<file path="config.mk">
export PLATFORM = sky130hd
export DESIGN_NAME = bit_serializer
export DESIGN_NICKNAME = d
export VERILOG_FILES = /design/src/rtl/fsm_pkg.sv /design/src/rtl/bit_hold_reg.sv /design/src/rtl/bit_serializer.sv
export SDC_FILE = /design/constraint.sdc
export NUM_CORES = 1
export LEC_CHECK = 0
export CAP_MARGIN = 25
export CORE_ASPECT_RATIO = 0.7
export CORE_MARGIN = 5
export CORE_UTILIZATION = 43
export DETAILED_ROUTE_END_ITERATION = 7
export PLACE_DENSITY = 0.72
export SYNTH_ARGS = -nofsm -noshare
export SYNTH_HDL_FRONTEND = slang
export SYNTH_SLANG_ARGS = --single-unit
</file>
<file path="constraint.sdc">
create_clock -name clk -period 1.7 [get_ports clk]
set_clock_uncertainty 0.15 [all_clocks]
set_input_delay 0.51 -clock clk [delete_from_list [all_inputs] [get_ports clk]]
set_output_delay 0.51 -clock clk [all_outputs]
set_load 0.03 [all_outputs]
</file>
<file path="src/rtl/fsm_pkg.sv">
// Shared state encoding for the serializer front end and the downstream
// sequence-detector bench, which uses it when printing states.
package fsm_pkg;

  typedef enum logic {
    ST_IDLE  = 1'b0,
    ST_SHIFT = 1'b1
  } state_t;

endpackage

</file>
<file path="src/rtl/bit_hold_reg.sv">
// One-entry holding register for bit_serializer.
// Captures a word that was handshaken while the shifter was still busy.
// Ports:
//   clk, rst  : clock, synchronous active-high reset
//   i_load    : capture i_din and set full
//   i_clear   : word has moved into the shifter; drop full
//   i_din     : word to capture
//   o_dout    : held word
//   o_full    : register holds a valid word
module bit_hold_reg #(
  parameter int WIDTH = 8
) (
  input  logic             clk,
  input  logic             rst,
  input  logic             i_load,
  input  logic             i_clear,
  input  logic [WIDTH-1:0] i_din,
  output logic [WIDTH-1:0] o_dout,
  output logic             o_full
);

  logic [WIDTH-1:0] r_data;
  logic             r_full;

  // load only happens while empty and clear only while full,
  // so the two never meet in the same cycle.
  always_ff @(posedge clk) begin
    if (rst) begin
      r_data <= '0;
      r_full <= 1'b0;
    end else if (i_load) begin
      r_data <= i_din;
      r_full <= 1'b1;
    end else if (i_clear) begin
      r_full <= 1'b0;
    end
  end

  assign o_dout = r_data;
  assign o_full = r_full;

endmodule

</file>
<file path="src/rtl/bit_serializer.sv">
// Parallel-to-serial front end for the sequence-detector FSM.
// Takes WIDTH-bit words on a valid/ready handshake and drives one bit per
// clock on `a`. A one-entry holding register lets consecutive words run
// with no idle cycle between them.
// Ports:
//   clk, rst   : clock, synchronous active-high reset
//   din        : word to serialize
//   din_valid  : din valid this cycle
//   din_ready  : block can accept a word (0 while rst or holding reg full)
//   a          : serial bit, IDLE_LEVEL when a_valid = 0
//   a_valid    : a carries a data bit
//   last       : a carries the final bit of a word
//   busy       : shifter active or holding register full
module bit_serializer
  import fsm_pkg::*;
#(
  parameter int WIDTH      = 8,
  parameter bit MSB_FIRST  = 1'b1,
  parameter bit IDLE_LEVEL = 1'b0
) (
  input  logic             clk,
  input  logic             rst,
  input  logic [WIDTH-1:0] din,
  input  logic             din_valid,
  output logic             din_ready,
  output logic             a,
  output logic             a_valid,
  output logic             last,
  output logic             busy
);

  localparam int              CNT_W   = $clog2(WIDTH);
  localparam logic [CNT_W-1:0] CNT_MAX = CNT_W'(WIDTH - 1);

  state_t           r_state, w_state_nxt;
  logic [CNT_W-1:0] r_bit_cnt;
  logic [WIDTH-1:0] r_shift;

  logic [WIDTH-1:0] w_hold_data;
  logic [WIDTH-1:0] w_load_data;
  logic             w_hold_full;
  logic             w_hs;
  logic             w_free;
  logic             w_load;
  logic             w_hold_cap;
  logic             w_hold_clr;
  logic             w_bit;
  logic             w_at_max;

  assign din_ready = !rst && !w_hold_full;
  assign w_hs      = din_valid && din_ready;
  assign w_at_max  = (r_bit_cnt == CNT_MAX);

  // Load-source selection: the held word always goes first so order is kept.
  // A handshake can only reach the shifter directly when the holding
  // register is empty (din_ready guarantees it is never full at a handshake).
  always_comb begin
    w_state_nxt = r_state;
    w_load      = 1'b0;
    w_load_data = din;
    w_hold_clr  = 1'b0;
    w_free      = (r_state == ST_IDLE) || ((r_state == ST_SHIFT) && w_at_max);
    if (w_free) begin
      if (w_hold_full) begin
        w_load      = 1'b1;
        w_load_data = w_hold_data;
        w_hold_clr  = 1'b1;
      end else if (w_hs) begin
        w_load = 1'b1;
      end
      w_state_nxt = w_load ? ST_SHIFT : ST_IDLE;
    end
    // Any handshake the shifter did not take goes into the holding register.
    w_hold_cap = w_hs && !(w_load && !w_hold_clr);
  end

  always_ff @(posedge clk) begin
    if (rst) r_state <= ST_IDLE;
    else     r_state <= w_state_nxt;
  end

  always_ff @(posedge clk) begin
    if (rst) begin
      r_bit_cnt <= '0;
      r_shift   <= '0;
    end else if (w_load) begin
      r_bit_cnt <= '0;
      r_shift   <= w_load_data;
    end else if (r_state == ST_SHIFT) begin
      // Finishing a word with nothing to load: park the counter at 0
      // instead of letting it run past WIDTH-1.
      r_bit_cnt <= w_at_max ? '0 : r_bit_cnt + CNT_W'(1);
      if (MSB_FIRST) r_shift <= {r_shift[WIDTH-2:0], 1'b0};
      else           r_shift <= {1'b0, r_shift[WIDTH-1:1]};
    end
  end

  bit_hold_reg #(.WIDTH(WIDTH)) u_hold (
    .clk     (clk),
    .rst     (rst),
    .i_load  (w_hold_cap),
    .i_clear (w_hold_clr),
    .i_din   (din),
    .o_dout  (w_hold_data),
    .o_full  (w_hold_full)
  );

  // Outputs decode registered state only; din_valid never reaches a/a_valid.
  assign w_bit   = MSB_FIRST ? r_shift[WIDTH-1] : r_shift[0];
  assign a_valid = (r_state == ST_SHIFT);
  assign a       = a_valid ? w_bit : IDLE_LEVEL;
  assign last    = a_valid && w_at_max;
  assign busy    = a_valid || w_hold_full;

endmodule

</file>
==> summary.txt <==
Clock tree
  – # hold bufs at CTS: 0
  – Worst skew pair latency: around 0.32 ns
  – CTS tree: yes
  – Longest Clk Path Bufs: 2
  – CTS Root Buffer Type: clkbuf_4
  – CTS Buf Count: 3
  – CTS Sinks: 21
  – # H-tree levels: 1
  – Worst-path clk slew: 0.12 ns

GRT
  – Congestion Overflow GR: 0
  – First-pass GRT wire length: 4298 um
  – Initial antenna violation count: 0
  – Vias in the first global route: between 900 and 1000
  – All-Layer GR Usage: approximately 17%
  – Largest net degree at the start of global routing: 13

Finish
  – Fillcell total: 186
  – Post-route insts no fill: 178
  – Diodes inserted: 0
  – Layout cell share with drive strength beyond 1: 33.56%
  – Area Overhead vs Synth: 41.39%
  – Layout Nets: 160

Timing
  – F_max: 523.8 MHz
  – Post-route clock period utilization: 112.3%
  – Min Tclk post-route: 1.909 ns
  – Final Worst Setup Slack: -0.2090 ns
  – Final Hold Fails: 0
  – Final count of pins violating max slew: 0
  – RSZ-0062 raised after global routing: true
  – Worst-Margin Slew: 0.4986 ns
  – Worst rel slew slack: between 60% and 70%
  – Final setup violation count: 2

Yosys
  – Post-synth EDFFs: 0
  – Number of distinct library cells after synthesis: 28
  – Synth Area in Compound Gates: 14.87%
  – Synthesized area: a little over 1000 um2
  – Cells after Synth: 115
  – Synth Area in XOR/XNOR: 0%
  – Ys Warns: 0
  – Most frequent cell after synthesis: nand3_1
  – Cells taking the most area after synthesis: dfxtp_1 42%, nand3_1 12%, nand4b_1 6.9%
  – Synth area leader: dfxtp_1
  – Mux cell area share after synthesis: between 3 and 4%
  – Main combinational cell family by area after synthesis: simple AND/OR/NAND/NOR gates
  – Asr flop ratio synth: 0%
  – Synth Net Count: approximately 130
  – Register bit total from synthesis: 21
  – Post-Synth Simple-Gate Area: between 30% and 40%
  – Post-Synth Adder-Cell Area: ~2.5%
  – Post-synth top area share: 41.64%
  – Most frequent cells after synthesis: 24 x nand3_1, 21 x dfxtp_1, 9 x a21oi_1
  – Mean Syn Cell Area: ~9 um2
  – Register area share after synthesis: 41.64%
  – Leading register cell type out of synthesis: dfxtp_1

Power and ir drop
  – Logic gate share of total power: about a fifth
  – Switching power share of the total: 28.11%
  – Register share of total power: roughly 54%
  – VDD IR max: 446.3 uV
  – Power Internal: 0.0007038 W
  – Clock power share: 25.4%
  – P_sw: ~0.00028 W
  – Power Density: 685.8 nW/um2
  – Leak Pwr: 0.5522 nW
  – Total power: about 0.00098 W

Floorplan
  – Die W: 67.92 um
  – Initial Utilization: between 40% and 50%
  – Die area: 3433 um2
  – Rows: 14
  – Core ar.: 2190 um2
  – I/O pin total: 16
  – Die height: 50.55 um

Drt
  – Drt drc: 0
  – Routed vias/inst: between 5 and 6
  – DRT Wirelength: 2909 um
  – Via Count: around 1100
  – Post-route ant nets: 0
  – Initial drt markers: 166
  – Pre-antenna DRT Iters: 4
  – Wire per inst: 16.34 um

Outcome
  – Failing checks: setup timing
  – Status: finished with violations

Min path
  – Hold Path Class: reg -> reg

Placement
  – DP HPWL: between 1500 and 2000 um
  – Dpl ws: -0.3010 ns
  – Dpl cells: around 170
  – Buffers on Ports: 15
  – Final Wtd Congestion: roughly 0.8

Worst setup path
  – CP Max Fanout: 2
  – Required time of the critical path: approximately 1.0 ns
  – CP Capture Type: output port
  – CP arrival: 1.25 ns
  – CP startpoint kind: register
  – Crit Path Category: reg -> out

Job
  – Max Cap Viol: 0
## worst max-delay path, cell delays in order (launching register included)
cell,delay (ns)
dfxtp_2,0.36
ha_4,0.16
ha_4,0.15
and2_4,0.13
buf_6,0.13
## registers in the layout, indices dropped and copies added, names as in the netlist
name / flops
a_valid: 1
r_bit_cnt: 3
r_shift: 8
u_hold.o_dout: 8
u_hold.o_full: 1
## metal layers
layer  vias to the layer above  GRT usage (%)  part of all wire, %
li1                        487              -                    -
met1                       500          21.89                   44
met2                        59          25.92                   46
met3                         5          6.027                  9.4
met4                         0          5.281                 0.65
met5                         -              0                    0
## area by class of cell
type	instances	area (um2)	area share (%)
Tap cell	32	40.04	2.805
Clock inverter	1	5.005	0.3506
Multi-Input combinational cell	82	593.1	41.54
Inverter	1	3.754	0.2629
Sequential cell	21	430.4	30.15
Timing Repair Buffer	38	332.8	23.31
Clock buffer	3	22.52	1.578
## layout by cell type (no fill, tap or decap)
cell	n
nand3_1	24
buf_4	19
dfxtp_1	17
a21oi_1	9
clkdlybuf4s50_1	9
o21ai_0	8
nand4b_1	8
buf_6	8
a32oi_1	4
nor2_1	3
nor2b_1	3
clkbuf_4	3
or2_1	2
mux2i_1	2
nand2_1	2
a32oi_2	2
ha_4	2
dfxtp_4	2
buf_2	2
dfxtp_2	2
nor2_4	1
and2_1	1
and2_4	1
inv_2	1
and4bb_1	1
nand4bb_1	1
nand2b_4	1
a21o_1	1
o21ai_2	1
nor4_4	1
nand4_1	1
nor3_1	1
mux2_2	1
nor2_2	1
clkinv_2	1
## kinds of logic (layout without fill, tap and decap cells)
group | count (synthesis) | in the layout
AO/OA/AOI/OAI | 25 | 25
adder cells (fa/ha/maj) | 2 | 2
buffers and inverters | 12 | 43
flip-flops | 21 | 21
multiplexers | 3 | 3
AND/OR/NAND/NOR | 52 | 52
## metrics by stage
step	instance area (um2)	TNS, ns	hold slack (ns)	utilization, %
after global placement	1269	-4.740	0.2961	57.94
after global routing	1428	-0.3006	0.3346	65.20
final	1428	-0.2337	0.3231	65.20
after CTS	1368	-0.2273	0.3230	62.46
after detailed placement	1269	-5.082	0.2948	57.94
after floorplan	1022	0	0.2752	-
## repair_timing
action | 4_1_cts | 5_1_grt
setup endpoints to repair | 5 | 11
setup buffers | 3 | 2
pin swaps | 3 | 2
cloned | 0 | 1
gates resized for setup | 19 | 8
## power by group through the flow
stage / logic (W) / clock network [W] / registers (W)
final: 0.000200 / 0.000249 / 0.000531
after floorplan: 0.0000912 / 0 / 0.000539
after global placement: 0.000164 / 0 / 0.000541
after CTS: 0.000179 / 0.000249 / 0.000529
after detailed placement: 0.000167 / 0 / 0.000542
after global routing: 0.000212 / 0.000264 / 0.000533
## final timing paths
| path | startpoint | to | slack [ns] | cells past startpoint |
|---|---|---|---|---|
| worst min register to register | r_shift[0] | r_shift[0] | 0.32 | 2 |
| worst max register to register | r_bit_cnt[0] | r_shift[7] | 0.06 | 8 |
| worst min-delay path | r_shift[0] | r_shift[0] | 0.32 | 2 |
| worst max-delay path | r_bit_cnt[0] | last | -0.21 | 4 |
Power figures use the tool's default switching activity.
